===== config.mk =====
export PLATFORM = sky130hd
export DESIGN_NAME = if_fetch_buffer
export DESIGN_NICKNAME = d
export VERILOG_FILES = /design/src/rtl/if_fetch_buffer.sv
export SDC_FILE = /design/constraint.sdc
export NUM_CORES = 1
export LEC_CHECK = 0
export ABC_AREA = 1
export CAP_MARGIN = 20
export CORE_ASPECT_RATIO = 1.5
export CORE_MARGIN = 1.5
export CORE_UTILIZATION = 30
export DETAILED_ROUTE_END_ITERATION = 8
export DONT_BUFFER_PORTS = 1
export GPL_TIMING_DRIVEN = 0
export SLEW_MARGIN = 20
export SYNTH_ARGS = -nofsm -noshare
export SYNTH_HDL_FRONTEND = slang
export SYNTH_SLANG_ARGS = --single-unit

===== constraint.sdc =====
create_clock -name clk -period 4.5 [get_ports clk]
set_input_delay 0.675 -clock clk [delete_from_list [all_inputs] [get_ports clk]]
set_output_delay 0.675 -clock clk [all_outputs]
set_load 0.03 [all_outputs]

===== src/rtl/if_fetch_buffer.sv =====
// Instruction-fetch buffer: issues in-order imem reads for pc_i and queues returned words for decode.
// Latency: accept in cycle N, response in cycle M>=N+1, instruction visible to decode in cycle M+1.
// Backpressure: no request while DEPTH entries are allocated; fetch_stall holds the PC until accept.
// Optional build macro FETCH_PERF_CNT_EN adds perf_fetch_cnt / perf_drop_cnt event counters.
module if_fetch_buffer #(
   parameter int DEPTH = 2,
   parameter int PTR_W = $clog2(DEPTH)
) (
   input  logic        clk,
   input  logic        reset_n,
   input  logic [31:0] pc_i,
   input  logic        pc_redirect,
   output logic [31:0] pre_pc,
   output logic        fetch_stall,
   output logic        imem_req_valid,
   input  logic        imem_req_ready,
   output logic [31:0] imem_req_addr,
   input  logic        imem_resp_valid,
   input  logic [31:0] imem_resp_data,
   output logic        if_valid,
   input  logic        if_ready,
   output logic [31:0] if_pc,
   output logic [31:0] if_instr
`ifdef FETCH_PERF_CNT_EN
   ,
   output logic [31:0] perf_fetch_cnt,
   output logic [31:0] perf_drop_cnt
`endif
);

   localparam logic [PTR_W:0]   DEPTH_P  = (PTR_W + 1)'(DEPTH);
   localparam logic [PTR_W+1:0] DEPTH_W  = (PTR_W + 2)'(DEPTH);

   // Entry storage: PC captured at request, instruction and filled flag at response.
   logic [31:0]      pc_q     [DEPTH];
   logic [31:0]      instr_q  [DEPTH];
   logic [DEPTH-1:0] filled_q;

   // Pointers carry an extra wrap bit so full and empty are distinguishable.
   logic [PTR_W:0] alloc_q, alloc_d;
   logic [PTR_W:0] fill_q,  fill_d;
   logic [PTR_W:0] head_q,  head_d;
   logic [PTR_W:0] cnt_q,   cnt_d;
   logic [PTR_W:0] drop_q,  drop_d;

   logic [PTR_W-1:0] alloc_idx;
   logic [PTR_W-1:0] fill_idx;
   logic [PTR_W-1:0] head_idx;
   logic [PTR_W:0]   outstanding;
   logic             flush;
   logic             accept;
   logic             resp_fill;
   logic             resp_drop;
   logic             pop;
   logic [PTR_W+1:0] drop_sum;

   assign alloc_idx   = alloc_q[PTR_W-1:0];
   assign fill_idx    = fill_q[PTR_W-1:0];
   assign head_idx    = head_q[PTR_W-1:0];
   // Requests issued by the live buffer that have not yet returned.
   assign outstanding = alloc_q - fill_q;
   assign flush       = pc_redirect;

   // PC-generator side: sequential next PC and the aligned request address.
   assign pre_pc         = pc_i + 32'h4;
   assign imem_req_addr  = {pc_i[31:2], 2'b00};
   // A freed slot is not reused in the same cycle, so only cnt_q gates the request.
   assign imem_req_valid = reset_n & ~flush & (cnt_q < DEPTH_P);
   assign accept         = imem_req_valid & imem_req_ready;
   assign fetch_stall    = ~accept;

   // Decode side: head entry is presented once its instruction has returned.
   assign if_valid = filled_q[head_idx] & (cnt_q != '0);
   assign if_pc    = pc_q[head_idx];
   assign if_instr = instr_q[head_idx];
   assign pop      = if_valid & if_ready & ~flush;

   // Response routing: wrong-path returns are swallowed before any live entry is filled.
   // A response with nothing outstanding is a protocol error and is simply ignored.
   assign resp_drop = imem_resp_valid & ~flush & (drop_q != '0);
   assign resp_fill = imem_resp_valid & ~flush & (drop_q == '0) & (outstanding != '0);

   // Next-state for pointers, occupancy and the discard counter; redirect overrides everything.
   always_comb begin
      alloc_d  = alloc_q;
      fill_d   = fill_q;
      head_d   = head_q;
      cnt_d    = cnt_q;
      drop_d   = drop_q;
      drop_sum = '0;
      if (flush) begin
         // Everything still in flight for the old path becomes a discard; a response
         // landing this very cycle retires one of them immediately.
         drop_sum = {1'b0, drop_q} + {1'b0, outstanding};
         if (imem_resp_valid && (drop_sum != '0)) begin
            drop_sum = drop_sum - 1'b1;
         end
         if (drop_sum > DEPTH_W) begin
            drop_d = DEPTH_P;
         end else begin
            drop_d = drop_sum[PTR_W:0];
         end
         head_d = alloc_q;
         fill_d = alloc_q;
         cnt_d  = '0;
      end else begin
         if (accept) begin
            alloc_d = alloc_q + 1'b1;
         end
         if (resp_fill) begin
            fill_d = fill_q + 1'b1;
         end
         if (resp_drop) begin
            drop_d = drop_q - 1'b1;
         end
         if (pop) begin
            head_d = head_q + 1'b1;
         end
         case ({accept, pop})
            2'b10:   cnt_d = cnt_q + 1'b1;
            2'b01:   cnt_d = cnt_q - 1'b1;
            default: cnt_d = cnt_q;
         endcase
      end
   end

   // Pointer, occupancy and discard-counter registers.
   always_ff @(posedge clk or negedge reset_n) begin
      if (!reset_n) begin
         alloc_q <= '0;
         fill_q  <= '0;
         head_q  <= '0;
         cnt_q   <= '0;
         drop_q  <= '0;
      end else begin
         alloc_q <= alloc_d;
         fill_q  <= fill_d;
         head_q  <= head_d;
         cnt_q   <= cnt_d;
         drop_q  <= drop_d;
      end
   end

   // Entry payload: capture PC on accept, instruction on a live response, clear all on redirect.
   always_ff @(posedge clk or negedge reset_n) begin
      if (!reset_n) begin
         for (int i = 0; i < DEPTH; i++) begin
            pc_q[i]    <= '0;
            instr_q[i] <= '0;
         end
         filled_q <= '0;
      end else if (flush) begin
         filled_q <= '0;
      end else begin
         // alloc and fill slots never coincide: that would need DEPTH outstanding, which blocks accept.
         if (accept) begin
            pc_q[alloc_idx]     <= pc_i;
            filled_q[alloc_idx] <= 1'b0;
         end
         if (resp_fill) begin
            instr_q[fill_idx]  <= imem_resp_data;
            filled_q[fill_idx] <= 1'b1;
         end
      end
   end

`ifdef FETCH_PERF_CNT_EN
   logic        resp_discard;
   logic [31:0] perf_fetch_q;
   logic [31:0] perf_drop_q;

   // A response is discarded when old-path returns are pending or the redirect cycle owns it.
   assign resp_discard = imem_resp_valid & ((drop_q != '0) | (flush & (outstanding != '0)));

   // Free-running event counters, wrapping at 2^32.
   always_ff @(posedge clk or negedge reset_n) begin
      if (!reset_n) begin
         perf_fetch_q <= '0;
         perf_drop_q  <= '0;
      end else begin
         if (accept) begin
            perf_fetch_q <= perf_fetch_q + 32'd1;
         end
         if (resp_discard) begin
            perf_drop_q <= perf_drop_q + 32'd1;
         end
      end
   end

   assign perf_fetch_cnt = perf_fetch_q;
   assign perf_drop_cnt  = perf_drop_q;
`endif

endmodule


==> results.md, run 1 <==
* Area fraction of the dominant cell type after synthesis at roughly 45%
* Number of synthesis warnings at 0
* Number of instances in the placed design at 1364
* Data arrival time at the worst-slack endpoint at ~2.3 ns
* Vias in the first global route at 6672
* Die boundary height at 198.7 microns
* Number of max-cap violations at 0
* Most frequently used cell type in the post-synthesis netlist: nand2_1
* Rows at between 70 and 80
* Setup repair after global routing missed its margin: false
* Die Outline Area at ~0.027 sq mm
* Post-synthesis area per instance at about 7.4 sq um
* Number of buffers on the longest clock path at 2
* Non-filler cells, final at between 1000 and 1500
* Critical path type: primary input to output port
* Relative slew slack at 50.74%
* Kind of launch point of the worst setup path: primary input
* Proportion of synthesized chip area in sequential cells at a little under half
* Cts bufs inserted at 17
* Leading post-synthesis cells by cell area: dfrtp_1, nand2_1, nand3_1
* Leading post-synthesis cells by instance count: nand2_1, dfrtp_1, inv_1
* Proportion of layout cells with a drive suffix above 1 at 12.82%
* Transition time at the pin with the least slew margin at 0.7388 ns
* Area growth, synth to finish at 14.22%
* Final cycle utilization of the critical path at 66.36%
* Switching power share of the total at between 40% and 50%
* Final weighted congestion of routability-driven global placement at between 0.8 and 0.9
* Number of antenna diodes at 0
* Synth Register Bits at about 140
* Internal portion of total power at 0.003454 W
* Number of instances in the synthesized netlist at 1035
* DRC violation total after the first TritonRoute iteration at between 300 and 400
* Remaining Overflow, GRT at 0
* Routed length per placed instance at 16.52 microns
* Wire length reported by the detailed router at about 23 mm
* Minimum period implied by the final worst setup slack at 2.986 ns
* Cell area power density at ~740 mW/mm^2
* Crit. End Element: output port
* Number of routed nets with antenna violations at 0
* H-tree levels at 4
* Worst-path clk slew at roughly 0.06 ns
* Root buffer cell: clkbuf_16
* Endpoint required time on the critical path at between 3 and 4 ns
* Worst hold-check path type: primary input to async pin
* Number of placed I/O pins at roughly 200
* Peak supply drop at between 0.0002 and 0.0003 V
* Post-cts resize count at 0
* Clock tree from TritonCTS: yes
* Proportion of register bits with asynchronous set or reset after synthesis at 100.0%
* Number of buffer cells added on primary ports at 0
* Power share of the clock group at a little under a quarter
* Sequential share of power at about a third
* Antenna violations before repair at 0
* Cell Area, Synth at approximately 0.0077 sq mm
* Via Count at 6629
* Smallest hold slack at roughly 0.20 ns
* Logic pwr share at between 40% and 50%
* Outcome: finished, final reports clean
* Clock skew after layout at approximately 0.0065 ns
* Sum of negative setup slack at 0 ns
* Number of design rule violations left after detail routing at 0
* Hold violation total from the final report at 0
* Static leakage power at roughly 4.6 nW
* Most used DFF post-synth: dfrtp_1
* Net Switching at around 0.0030 W
* Die Wd at between 100 and 150 microns
* Vias per inst at about 4.7
* Maximum clock frequency at ~0.33 GHz
* Number of enable-type register cells in the synthesized netlist at 0
* Detailed Routing Iterations Pass 1 at 5
* # setup viols final at 0
* Number of nets in the finished design at around 1100
* Core ar. at 0.02505 sq mm
* Detailed-placement wirelength estimate at 17.53 mm
* Max-slew violation count at 0
* Distinct cell type count of the synthesized netlist at 28
* Maximum number of pins on one net before global-route repair at 140
* Wire length of the first global-routing pass at between 30 and 40 mm
* Worst-skew pair later-pin latency at 0.43 ns
* Max FO, Critical Path at 4
* Clock sink count at 139
* Post-synthesis cell type with the largest combined area: dfrtp_1
* Initial cell density of the core at a little under a third
* Global-route usage over all layers at roughly 18%
-- power by group through the flow --
stage / Clock (W) / Combinational, W / Sequential [W]
finish: 0.00154 / 0.00284 / 0.00207
global route: 0.00163 / 0.00317 / 0.00213
CTS: 0.00158 / 0.00292 / 0.00207
detailed placement: 0 / 0.00288 / 0.00209
global placement: 0 / 0.00284 / 0.00207
floorplan: 0 / 0.00231 / 0.00202
-- through the flow --
stage	worst slack [ns]	util, %	total power [W]	cell area (sq um)
floorplan	1.919	-	0.004333	7661
global placement	1.524	32.22	0.004902	8071
detailed placement	1.544	32.22	0.004969	8071
CTS	1.531	34.91	0.006563	8746
global route	1.404	34.91	0.006931	8746
finish	1.514	34.91	0.006457	8746
-- cell families (layout without fill, tap and decap cells) --
family	after synthesis	after routing	share of synthesized area, %
XOR/XNOR	18	18	2.059
AND/OR/NAND/NOR	643	643	34.77
flip-flops	139	139	45.42
AO/OA/AOI/OAI	75	75	5.621
adder cells (fa/ha/maj)	7	7	1.242
buffers and inverters	152	185	10.83
other	1	2	0.04897
-- critical path, cell delays in order --
cell,delay (ns)
ha_1,0.18
nand3_2,0.21
nor2_4,0.22
nand2_2,0.13
nor2_1,0.23
nand2_1,0.11
xor2_1,0.55
-- path summary, 6_finish.rpt --
check / slack, ns / from / cells past startpoint / endpoint
max reg2reg: 1.89 / alloc_q[0] / 13 / drop_q[0]
max in group asynchronous: 3.71 / reset_n / 1 / pc_q[29]
max: 1.51 / pc_i[2] / 7 / pre_pc[20]
min in group clk: 0.39 / imem_resp_data[21] / 2 / instr_q[21]
min: 0.20 / reset_n / 1 / instr_q[41]
min reg2reg: 0.47 / instr_q[6] / 2 / instr_q[6]
-- registers in the layout, summed over array words and instances (netlist names) --
| register | count |
|---|---|
| head_q | 1 |
| filled_q | 2 |
| instr_q | 64 |
| alloc_q | 2 |
| drop_q | 2 |
| cnt_q | 2 |
| pc_q | 64 |
| fill_q | 2 |
-- final cells by class --
type | instances | area, sq um
fill | 2741 | 16310
inverter | 67 | 254.0
clock buffer | 18 | 439.2
sequential | 139 | 3478
tap | 328 | 410.4
timing repair buffer | 1 | 27.53
clock inverter | 14 | 207.7
buffer | 85 | 575.6
multi-input combinational | 745 | 3353
-- placed cells by master (no fill, tap or decap), types with 5 or more instances in the layout --
cell	n
nor2_1	26
inv_1	61
o21ai_0	33
buf_2	19
ha_1	6
xor2_1	18
clkbuf_1	11
dfrtp_1	139
nand2_2	5
nand3_1	60
o21ai_1	22
nand2_1	494
buf_4	36
nor3_1	11
o21ai_2	14
nand4_1	35
inv_2	5
clkbuf_16	17
a21oi_1	5
buf_6	13
buf_1	6
-- layer usage --
layer / part of all wire (%) / vias up / global-route usage (%)
li1: - / 3270 / -
met1: 38 / 3074 / 19.06
met2: 52 / 245 / 32.91
met3: 6.7 / 40 / 5.173
met4: 3.3 / 0 / 8.092
met5: 0 / - / 0
-- what timing repair did --
action / in CTS / in global routing
endpoints found under the hold margin: 139 / 0
setup buffers: 0 / 0
hold buffers: 1 / 0
endpoints found under the setup margin: 0 / 0
Power figures use the tool's default switching activity.
==> inputs of run 2 (changes only) <==
clock period = 2.7 ns   (was 4.5 ns; I/O delays follow)
==> run 2 against run 1 <==
Compared with the run above: the run now ends with negative hold slack left; global-route usage barely moved; worst setup slack got worse by 1.4 ns; largest cell class unchanged; hold slack got worse by 0.52 ns; register-to-register slack got worse by 1.6 ns; non-clock buffer count did not move; clock-buffer cell count did not move; via count rose by 0.11%; clock skew barely moved.
==> results.md, run 2 (same netlist as run 1, synthesis figures left out) <==
* Number of max-cap violations at 0
* Smallest hold slack at -0.3265 ns
* Vias in the first global route at about 6700
* Minimum period implied by the final worst setup slack at 2.547 ns
* Slack of the critical path at between 0.15 and 0.2 ns
* Crit path top cell by count: nand2_1
* Number of buffer cells added on primary ports at 0
* Number of routed nets with antenna violations at 0
* # setup viols final at 0
* Critical path type: register to output port
* Number of placed I/O pins at 201
* Reg2reg start: fill_q[0]
* Cts bufs inserted at 17
* Cells along the critical path: inv_1, buf_2, buf_1, nand2_1, nand2_1
* Die boundary height at 198.7 microns
* Routed length per placed instance at 16.53 microns
* Number of nets in the finished design at roughly 1100
* Via Count at roughly 6600
* Number of logic stages on the critical path including buffering at 5
* Max-slew violation count at 0
* Relative slew slack at between 50% and 60%
* Maximum number of pins on one net before global-route repair at around 140
* Maximum clock frequency at 0.3927 GHz
* Static leakage power at between 4 and 5 nW
* Critical path's top delay family: buffers and inverters
* Worst slack, placed at between 0.1 and 0.15 ns
* Most frequent cells in the layout: nand2_1, dfrtp_1, inv_1
* Hold violation total from the final report at 139
* Final cycle utilization of the critical path at between 90% and 100%
* Rows at a little over 70
* Die Outline Area at ~0.027 sq mm
* Worst-path clk slew at approximately 0.060 ns
* Endpoint required time on the critical path at 2.30 ns
* Post-placement cell area at just over 0.008 sq mm
* Detailed Routing Iterations Pass 1 at 5
* Crit. End Element: output port
* Cell area power density at 1232 mW/mm^2
* Peak supply drop at 0.0004494 V
* Startpoint of the worst setup timing path: head_q[0]
* Clock sink count at about 140
* Kind of launch point of the worst setup path: register
* Worst hold-check path type: primary input to async pin
* Outcome: complete, but fails checks
* DRC violation total after the first TritonRoute iteration at between 300 and 400
* Longest individual stage delay on the worst path at around 0.52 ns
* Final-layout fill cell count at roughly 2700
* Sum of negative setup slack at 0 ns
* Global-route usage over all layers at between 10% and 20%
* Count of cells along the worst register-to-register path at 12
* Clock tree from TritonCTS: yes
* Violations in the final reports: negative hold slack
* Minimum setup slack among reg-to-reg paths at 0.26 ns
* Area growth, synth to finish at 14.23%
* Core ar. at about 0.025 sq mm
* Wire length of the first global-routing pass at about 36 mm
* Proportion of layout cells with a drive suffix above 1 at a little over an eighth
* Number of antenna diodes at 0
* Registers with the most flip-flops: instr_q x64, pc_q x64
* Wire length reported by the detailed router at roughly 23 mm
* Worst reg2reg endpoint: drop_q[0]
* Crit path capture: if_instr[0]
* Clock skew after layout at 0.006492 ns
* Initial cell density of the core at 30.57%
* Die Wd at between 100 and 150 microns
* Max FO, Critical Path at 10
* Data arrival time at the worst-slack endpoint at 2.14 ns
* Antenna violations before repair at 0
* Root buffer cell: clkbuf_16
* Setup repair after global routing missed its margin: false
* Number of design rule violations left after detail routing at 0
* Vias per inst at between 4 and 5
* Most frequent standard cell in the layout excluding fill and tap cells: nand2_1
* H-tree levels at 4
* Detailed-placement wirelength estimate at 17.53 mm
* Worst-skew pair later-pin latency at roughly 0.43 ns
* Remaining Overflow, GRT at 0
* Final weighted congestion of routability-driven global placement at 0.8587
* Slowest-stage cell, CP: buf_1
* Layout Cell Area excl Fill at 0.008747 sq mm
* Buffers & Inverters on Critical Path at 3
* Transition time at the pin with the least slew margin at ~0.70 ns
* Number of buffers on the longest clock path at 2
run 2: per-stage QoR:
step	power (W)	std cells	util, %
final	0.01077	1397	34.92
after global routing	0.01156	1397	34.92
after CTS	0.01089	1396	34.80
after detailed placement	0.008282	1364	32.22
after global placement	0.008170	1364	32.22
after floorplan	0.007222	1036	-
run 2: power by group:
part           internal (W)  total [W]  leakage, nW  switching (W)
logic               0.00121    0.00476         2.54        0.00354
registers           0.00298    0.00344         1.76       0.000465
clock network       0.00160    0.00257        0.316       0.000978
run 2: final cells by class:
cell class	instances	area, sq um	share of cell area, %
Sequential cell	139	3481	39.79
Inverter	67	254.0	2.904
Clock buffer	18	439.2	5.021
Timing Repair Buffer	1	7.507	0.08582
Clock inverter	14	207.7	2.374
Buffer	85	578.1	6.608
Tap cell	328	410.4	4.692
Multi-Input combinational cell	745	3369	38.52
run 2: repair_timing:
| action | 4_1_cts | 5_1_grt |
|---|---|---|
| endpoints found under the setup margin | 0 | 52 |
| gates resized for setup | 0 | 8 |
| buffers inserted | 0 | 1 |
| hold endpoints to repair | 139 | 139 |
run 2: metal layers:
layer  vias up  track usage (%)  part of all wire, %
met5         -                0                    0
met4         0            8.092                  3.3
met3        40            5.199                  6.8
met2       246            32.89                   52
met1      3082            18.96                   38
li1       3268                -                    -
run 2: worst min path at each step:
stage / depth (start not counted) / to / from
CTS: 0 / instr_q[41] / reset_n
global placement: 0 / instr_q[41] / reset_n
finish: 0 / instr_q[41] / reset_n
floorplan: 0 / alloc_q[0] / reset_n
global route: 0 / instr_q[41] / reset_n
detailed placement: 0 / instr_q[41] / reset_n
